**config.mk**
```make
export PLATFORM = sky130hd
export DESIGN_NAME = diffio_checker_clken_generator
export DESIGN_NICKNAME = d
export VERILOG_FILES = /design/src/rtl/diffio_checker_clken_generator.sv
export SDC_FILE = /design/constraint.sdc
export NUM_CORES = 1
export LEC_CHECK = 0
export BUFFER_PORTS_ARGS = -buffer_cell sky130_fd_sc_hd__buf_2
export CORE_AREA = 2 2 138 140
export CTS_CLUSTER_DIAMETER = 200
export DETAILED_ROUTE_END_ITERATION = 10
export DIE_AREA = 0 0 140 142
export GPL_ROUTABILITY_DRIVEN = 0
export PLACE_DENSITY_LB_ADDON = 0.05
export SLEW_MARGIN = 40
export SYNTH_ARGS = -nofsm -noshare
export SYNTH_HDL_FRONTEND = slang
export SYNTH_SLANG_ARGS = --single-unit
```
**constraint.sdc**
```tcl
create_clock -name CLK -period 4.8 [get_ports CLK]
set_input_delay 0.48 -clock CLK [delete_from_list [all_inputs] [get_ports CLK]]
set_output_delay 0.48 -clock CLK [all_outputs]
set_load 0.02 [all_outputs]
```
**src/rtl/diffio_checker_clken_generator.sv**
```systemverilog
// Multi-channel clock-enable generator: shared prescaler plus per-channel programmable dividers
// with continuous/one-shot modes, shadowed divisor updates, toggle outputs and global SYNC realign.
module diffio_checker_clken_generator #(
  parameter int NUM_CH    = 4,
  parameter int CNT_WIDTH = 16,
  parameter int PRESCALE  = 400,
  parameter int RESET_DIV = 1
) (
  input  logic                 CLK,
  input  logic                 RST,
  input  logic                 GLOBAL_EN,
  input  logic                 SYNC,
  input  logic [NUM_CH-1:0]    CH_EN,
  input  logic [NUM_CH-1:0]    MODE,
  input  logic [NUM_CH-1:0]    START,
  input  logic [NUM_CH-1:0]    DIV_WE,
  input  logic [CNT_WIDTH-1:0] DIV_DATA,
  output logic                 BASE_TICK,
  output logic [NUM_CH-1:0]    CLK_EN,
  output logic [NUM_CH-1:0]    CLK_DIV,
  output logic [NUM_CH-1:0]    BUSY
);

  localparam int                   PRE_W    = (PRESCALE > 1) ? $clog2(PRESCALE) : 1;
  localparam logic [PRE_W-1:0]     PRE_LAST = PRE_W'(PRESCALE - 1);
  localparam logic [CNT_WIDTH-1:0] DIV_RST  = CNT_WIDTH'(RESET_DIV);

  typedef enum logic {
    S_IDLE = 1'b0,
    S_RUN  = 1'b1
  } state_t;

  logic [PRE_W-1:0] r_pre_cnt;
  logic             w_tick;

  // SYNC masks the tick so no channel can terminate on the realign cycle.
  assign w_tick    = (r_pre_cnt == PRE_LAST) && GLOBAL_EN && !SYNC;
  assign BASE_TICK = w_tick;

  always_ff @(posedge CLK) begin
    if (RST) begin
      r_pre_cnt <= '0;
    end else if (SYNC) begin
      r_pre_cnt <= '0;
    end else if (GLOBAL_EN) begin
      r_pre_cnt <= (r_pre_cnt == PRE_LAST) ? '0 : r_pre_cnt + PRE_W'(1);
    end
  end

  generate
    for (genvar gi = 0; gi < NUM_CH; gi++) begin : g_ch
      state_t               r_state, w_state_next;
      logic [CNT_WIDTH-1:0] r_cnt, w_cnt_next;
      logic [CNT_WIDTH-1:0] r_div, w_div_next;
      logic [CNT_WIDTH-1:0] r_shadow, w_shadow_next;
      logic                 r_clk_en, w_clk_en_next;
      logic                 r_clk_div, w_clk_div_next;
      logic                 w_term;

      always_comb begin
        w_shadow_next  = DIV_WE[gi] ? DIV_DATA : r_shadow;
        w_term         = (r_div != '0) && (r_cnt == r_div - CNT_WIDTH'(1));
        w_state_next   = r_state;
        w_cnt_next     = r_cnt;
        w_div_next     = r_div;
        w_clk_en_next  = 1'b0;
        w_clk_div_next = r_clk_div;
        if (SYNC) begin
          w_cnt_next     = '0;
          w_clk_div_next = 1'b0;
          w_div_next     = w_shadow_next;
        end else begin
          case (r_state)
            S_IDLE: begin
              // Idle channels track the shadow so a write takes effect at once.
              w_div_next = w_shadow_next;
              if (CH_EN[gi] && (!MODE[gi] || START[gi])) begin
                w_state_next = S_RUN;
              end
            end
            S_RUN: begin
              if (!CH_EN[gi]) begin
                w_state_next   = S_IDLE;
                w_cnt_next     = '0;
                w_clk_div_next = 1'b0;
              end else if (w_tick) begin
                if (w_term) begin
                  // Period boundary: the only point where a running divisor may change.
                  w_cnt_next     = '0;
                  w_clk_en_next  = 1'b1;
                  w_clk_div_next = ~r_clk_div;
                  w_div_next     = w_shadow_next;
                  if (MODE[gi]) begin
                    w_state_next = S_IDLE;
                  end
                end else if (r_div != '0) begin
                  w_cnt_next = r_cnt + CNT_WIDTH'(1);
                end
              end
            end
            default: w_state_next = S_IDLE;
          endcase
        end
      end

      always_ff @(posedge CLK) begin
        if (RST) begin
          r_state   <= S_IDLE;
          r_cnt     <= '0;
          r_div     <= DIV_RST;
          r_shadow  <= DIV_RST;
          r_clk_en  <= 1'b0;
          r_clk_div <= 1'b0;
        end else begin
          r_state   <= w_state_next;
          r_cnt     <= w_cnt_next;
          r_div     <= w_div_next;
          r_shadow  <= w_shadow_next;
          r_clk_en  <= w_clk_en_next;
          r_clk_div <= w_clk_div_next;
        end
      end

      assign CLK_EN[gi]  = r_clk_en;
      assign CLK_DIV[gi] = r_clk_div;
      assign BUSY[gi]    = (r_state == S_RUN);
    end
  endgenerate

endmodule

```
== Word-level counts from Yosys, hierarchy flattened ==
Cells that the tools add are included.
Widths: inputs -> output; s select.
Operators by class
  add/sub/neg operators: 9
  equal/unequal tests: 29
  muxes and demuxes: 81
  bitwise logic cells: 13
  reductions and logical operators: 40
Operator list (count)
  $mux 16: 36
  $pmux 16 s2: 4
  $add 16x1->16 const B: 4
  $eq 16x16->1: 4
  $reduce_bool 16->1: 4
  $sub 16x1->16 const B: 4
  $mux 1: 36
  $reduce_and 3->1: 12
  $ne 3x3->1 const B: 8
  $reduce_or 5->1: 4
  $ne 2x1->1 const B: 8
  $not 1->1: 13
  $ne 3x1->1 const B: 4
  $ne 3x2->1 const B: 4
  $logic_and 1x1->1: 10
  $add 9x1->9 const B: 1
  $eq 9x9->1 const B: 1
  $mux 9: 1
  $pmux 1 s2: 4
  $logic_not 1->1: 5
  $logic_or 1x1->1: 4
  $reduce_or 2->1: 1
Word-level totals
  bits in registers: 213
  logic and storage cells: 197

== Longest topological paths before layout ==
  word-level depth: 8
  gate-level depth with buffers: 12
  depth with buffers taken out: 10

== Least setup slack after synthesis ==
No wires, ideal clock.
  kind: flip-flop to flip-flop
  start: register g_ch[1].r_div[0]
  end: register g_ch[1].r_div[10]
  library setup time: 0.121 ns
  arrival time: 3.449 ns
  required time: 4.679 ns
  path slack: 1.230 ns
  cell stages (with the launch flop): 13
  path buffers: 2
  clock period less this slack: 3.570 ns
  path through: dfxtp_1 clkbuf_1 inv_1 ha_1 nor4b_1 nand4_1 mux2_2 mux2i_1 nor4_4 and2_1 a211oi_2 buf_4 mux2_2
On the way
  word-level cells in the longest chain between the ends: 5
Ends and longest elaborated chain
  start, declared: line 54  | logic [CNT_WIDTH-1:0] r_div, w_div_next;
  start signal, assigned: line 117  | r_div <= w_div_next;
  $sub 16x1->16: line 62  | w_term = (r_div != '0) && (r_cnt == r_div - CNT_WIDTH'(1));
  $eq 16x16->1: line 62
  $logic_and 1x1->1 *: line 62
  $ne 3x2->1 (no source line) *
  $reduce_and 3->1 (no source line) *
Mark *: on every way between the ends. The rest lies on a longest branch, timed or not.
A chain may end at the register's enable or synchronous reset.

== Final worst setup path ==
  start: register g_ch[2].r_div[0]
  end: register g_ch[2].r_div[0]
On the way
  word-level cells in the longest chain between the ends: 5
Ends and longest elaborated chain (line)
  start, declared: 54
  start signal, assigned: 117
  $sub 16x1->16: 62
  $eq 16x16->1: 62
  $logic_and 1x1->1 *: 62
  $ne 3x2->1 (no source line) *
  $reduce_and 3->1 (no source line) *
Marked as above.

==> flow_summary.json <==
{
  "overflow": 0,
  "ys.warnings.count": 0,
  "hold_viol_final": 0,
  "clock.fmax_mhz": 256,
  "grt_pass1_wl_um": 40600,
  "setup_viol": 0,
  "grt_pass1_vias": 8039,
  "post-cts-setup-buffer-count": 0,
  "dp.cells": 1479,
  "place_area_um2": 11600,
  "slew_viol_final": 0,
  "drc": 2,
  "final.period_utilization": 0.815,
  "first_pass_iters": 7,
  "synth_edf_count": 0,
  "dieArea_um2": 19900,
  "mostFrequentLayoutCell": "dfxtp_1",
  "cts_sinks": 213,
  "vias_per_cell": 5.82,
  "n_fill_cell": 1564,
  "final_area_um2": 12300,
  "rsz0062_at_grt": "false",
  "critical_path_arrival_ns": 4.30,
  "port_buffers": 48,
  "fin_tns_setup_ns": 0,
  "diodes": 0,
  "area_growth_pct": 9.10,
  "antenna_found_initial": 0,
  "avgSynthCellArea_um2": 8.98,
  "cp-start-kind": "flop",
  "synthTopCellsByArea": "dfxtp_1 (38%), mux2i_1 (6.1%), mux2_2 (5.7%), xnor2_1 (5.1%), nor2_1 (4.7%)",
  "clkTransAtPathRegs_ns": 0.06,
  "drive_gt1_frac": 0.143,
  "required_ns": 5.18,
  "ctsHoldBuffers": 0,
  "min_period_ns": 3.91,
  "syn_area_um2": 11300,
  "drtIter0Drc": 444,
  "maxSlewHeadroom": 0.472,
  "hpwl_um": 17800,
  "fin_ws_ns": 0.888,
  "violations": "design-rule violations",
  "syn_nets": 1299,
  "cts_tree": "done",
  "grt_max_degree": 101,
  "die_h_um": 142,
  "track_usage": 0.247,
  "rows": 50,
  "tightest_slew_ns": 0.792,
  "synthFlopType": "dfxtp_1",
  "num_io_pins": 49,
  "ys_ff_latch": 213,
  "powerDensity_nw_per_um2": 330,
  "run_status": "complete, but fails checks",
  "worstSetupPathType": "flop to flop",
  "cts_resized": 0,
  "wl_per_cell_um": 16.4,
  "ys_types": 78,
  "yosysTopAreaCell": "dfxtp_1",
  "drt_wl_total_um": 24900,
  "pre_cts_slack_ns": 0.776,
  "syn_inst": 1254,
  "cts_root_buffer": "clkbuf_16",
  "utilization": 0.666,
  "cts_max_level": 1,
  "dr_total_vias": 8823,
  "path_max_fanout": 12,
  "drv_cap": 0,
  "p_leak_nw": 4.81,
  "end_kind": "flop",
  "total_power_mw": 4.06,
  "clock_skew_ns": 0.0142,
  "whs_ns": 0.282,
  "drtAntennaViolNets": 0,
  "async_flop_share": 0,
  "nets": 1316,
  "die_w_um": 140,
  "final_cell_mix": "dfxtp_1 (213), nor2_1 (142), mux2i_1 (69)",
  "clk_latency_ns": 0.51,
  "cts_buffer_depth": 3,
  "cts_buffers": 23,
  "finalNonFillerCells": 1517,
  "floorplan.core_area_um2": 18500,
  "synth_top_area_share": 0.379,
  "seq_area_frac_synth": 0.379,
  "initial_core_util": 0.610,
  "min_path_type": "primary input to flop",
  "ir_worst_vdd_mv": 0.322
}
==> Yosys cell counts (13+ instances only) <==
master / instances
mux2i_1: 69
o21ai_0: 24
inv_1: 38
nand2_1: 58
nor4_1: 14
dfxtp_1: 213
xnor2_1: 65
clkbuf_1: 43
nor3_1: 49
nand3_1: 43
nor2_1: 142
or3_1: 16
mux2_2: 57
and3_1: 28
xor2_1: 54
buf_4: 13
nor2b_1: 61
a21oi_1: 27
or4_1: 14
and2_1: 19
nand4_1: 33
==> worst max-delay path, stage by stage (launching register included) <==
cell      delay, ns
dfxtp_1        0.34
inv_1          0.07
ha_1           0.19
nor3b_1        0.48
and4_1         0.36
mux2i_1        0.20
nor3_1         0.07
or4_1          0.50
or4_4          0.58
o311ai_4       0.36
buf_4          0.29
mux2_2         0.35
==> registers in the layout (all words and copies together), names as in the netlist <==
signal and flops:
g_ch.r_cnt 64, g_ch.r_div 64, g_ch.r_clk_en 4, g_ch.r_state 4, g_ch.r_clk_div 4, g_ch.r_shadow 64, r_pre_cnt 9
==> path summary, 6_finish.rpt <==
check / start / slack [ns] / cells past startpoint / endpoint
hold reg to reg: g_ch[1].r_clk_div / 0.50 / 2 / g_ch[1].r_clk_div
hold / removal: START[0] / 0.28 / 3 / g_ch[0].r_state
setup / recovery: g_ch[2].r_div[0] / 0.89 / 11 / g_ch[2].r_div[0]
setup reg to reg: g_ch[2].r_div[0] / 0.89 / 11 / g_ch[2].r_div[0]
==> power by group <==
part,switching (mW),internal (mW),total [mW]
sequential,0.0686,1.84,1.91
clock,0.678,0.982,1.66
combinational,0.272,0.219,0.491
total,1.02,3.04,4.06
==> layout make-up <==
type	instances	area (um^2)	area share
clock buffer	36	694	0.0565
inverter	39	146	0.0119
tap	234	293	0.0238
clock inverter	1	8.76	0.000713
multi-input combinational	936	6560	0.534
sequential	213	4260	0.347
timing repair buffer	58	322	0.0262
==> per-layer routing <==
layer	GRT usage	vias up	wire, um
li1	-	4499	-
met1	0.350	4138	12000
met2	0.408	157	11500
met3	0.0286	29	862
met4	0.0579	0	504
met5	0	-	0
==> logic make-up after synthesis <==
kind of cell | after synthesis | share of synthesized area
AND/OR/NAND/NOR | 533 | 0.256
adder cells (fa/ha/maj) | 9 | 0.0100
flip-flops | 213 | 0.379
AO/OA/AOI/OAI | 138 | 0.0881
buffers and inverters | 105 | 0.0415
multiplexers | 136 | 0.132
XOR/XNOR | 120 | 0.0945
No activity file was read; power rests on OpenSTA's default activity.
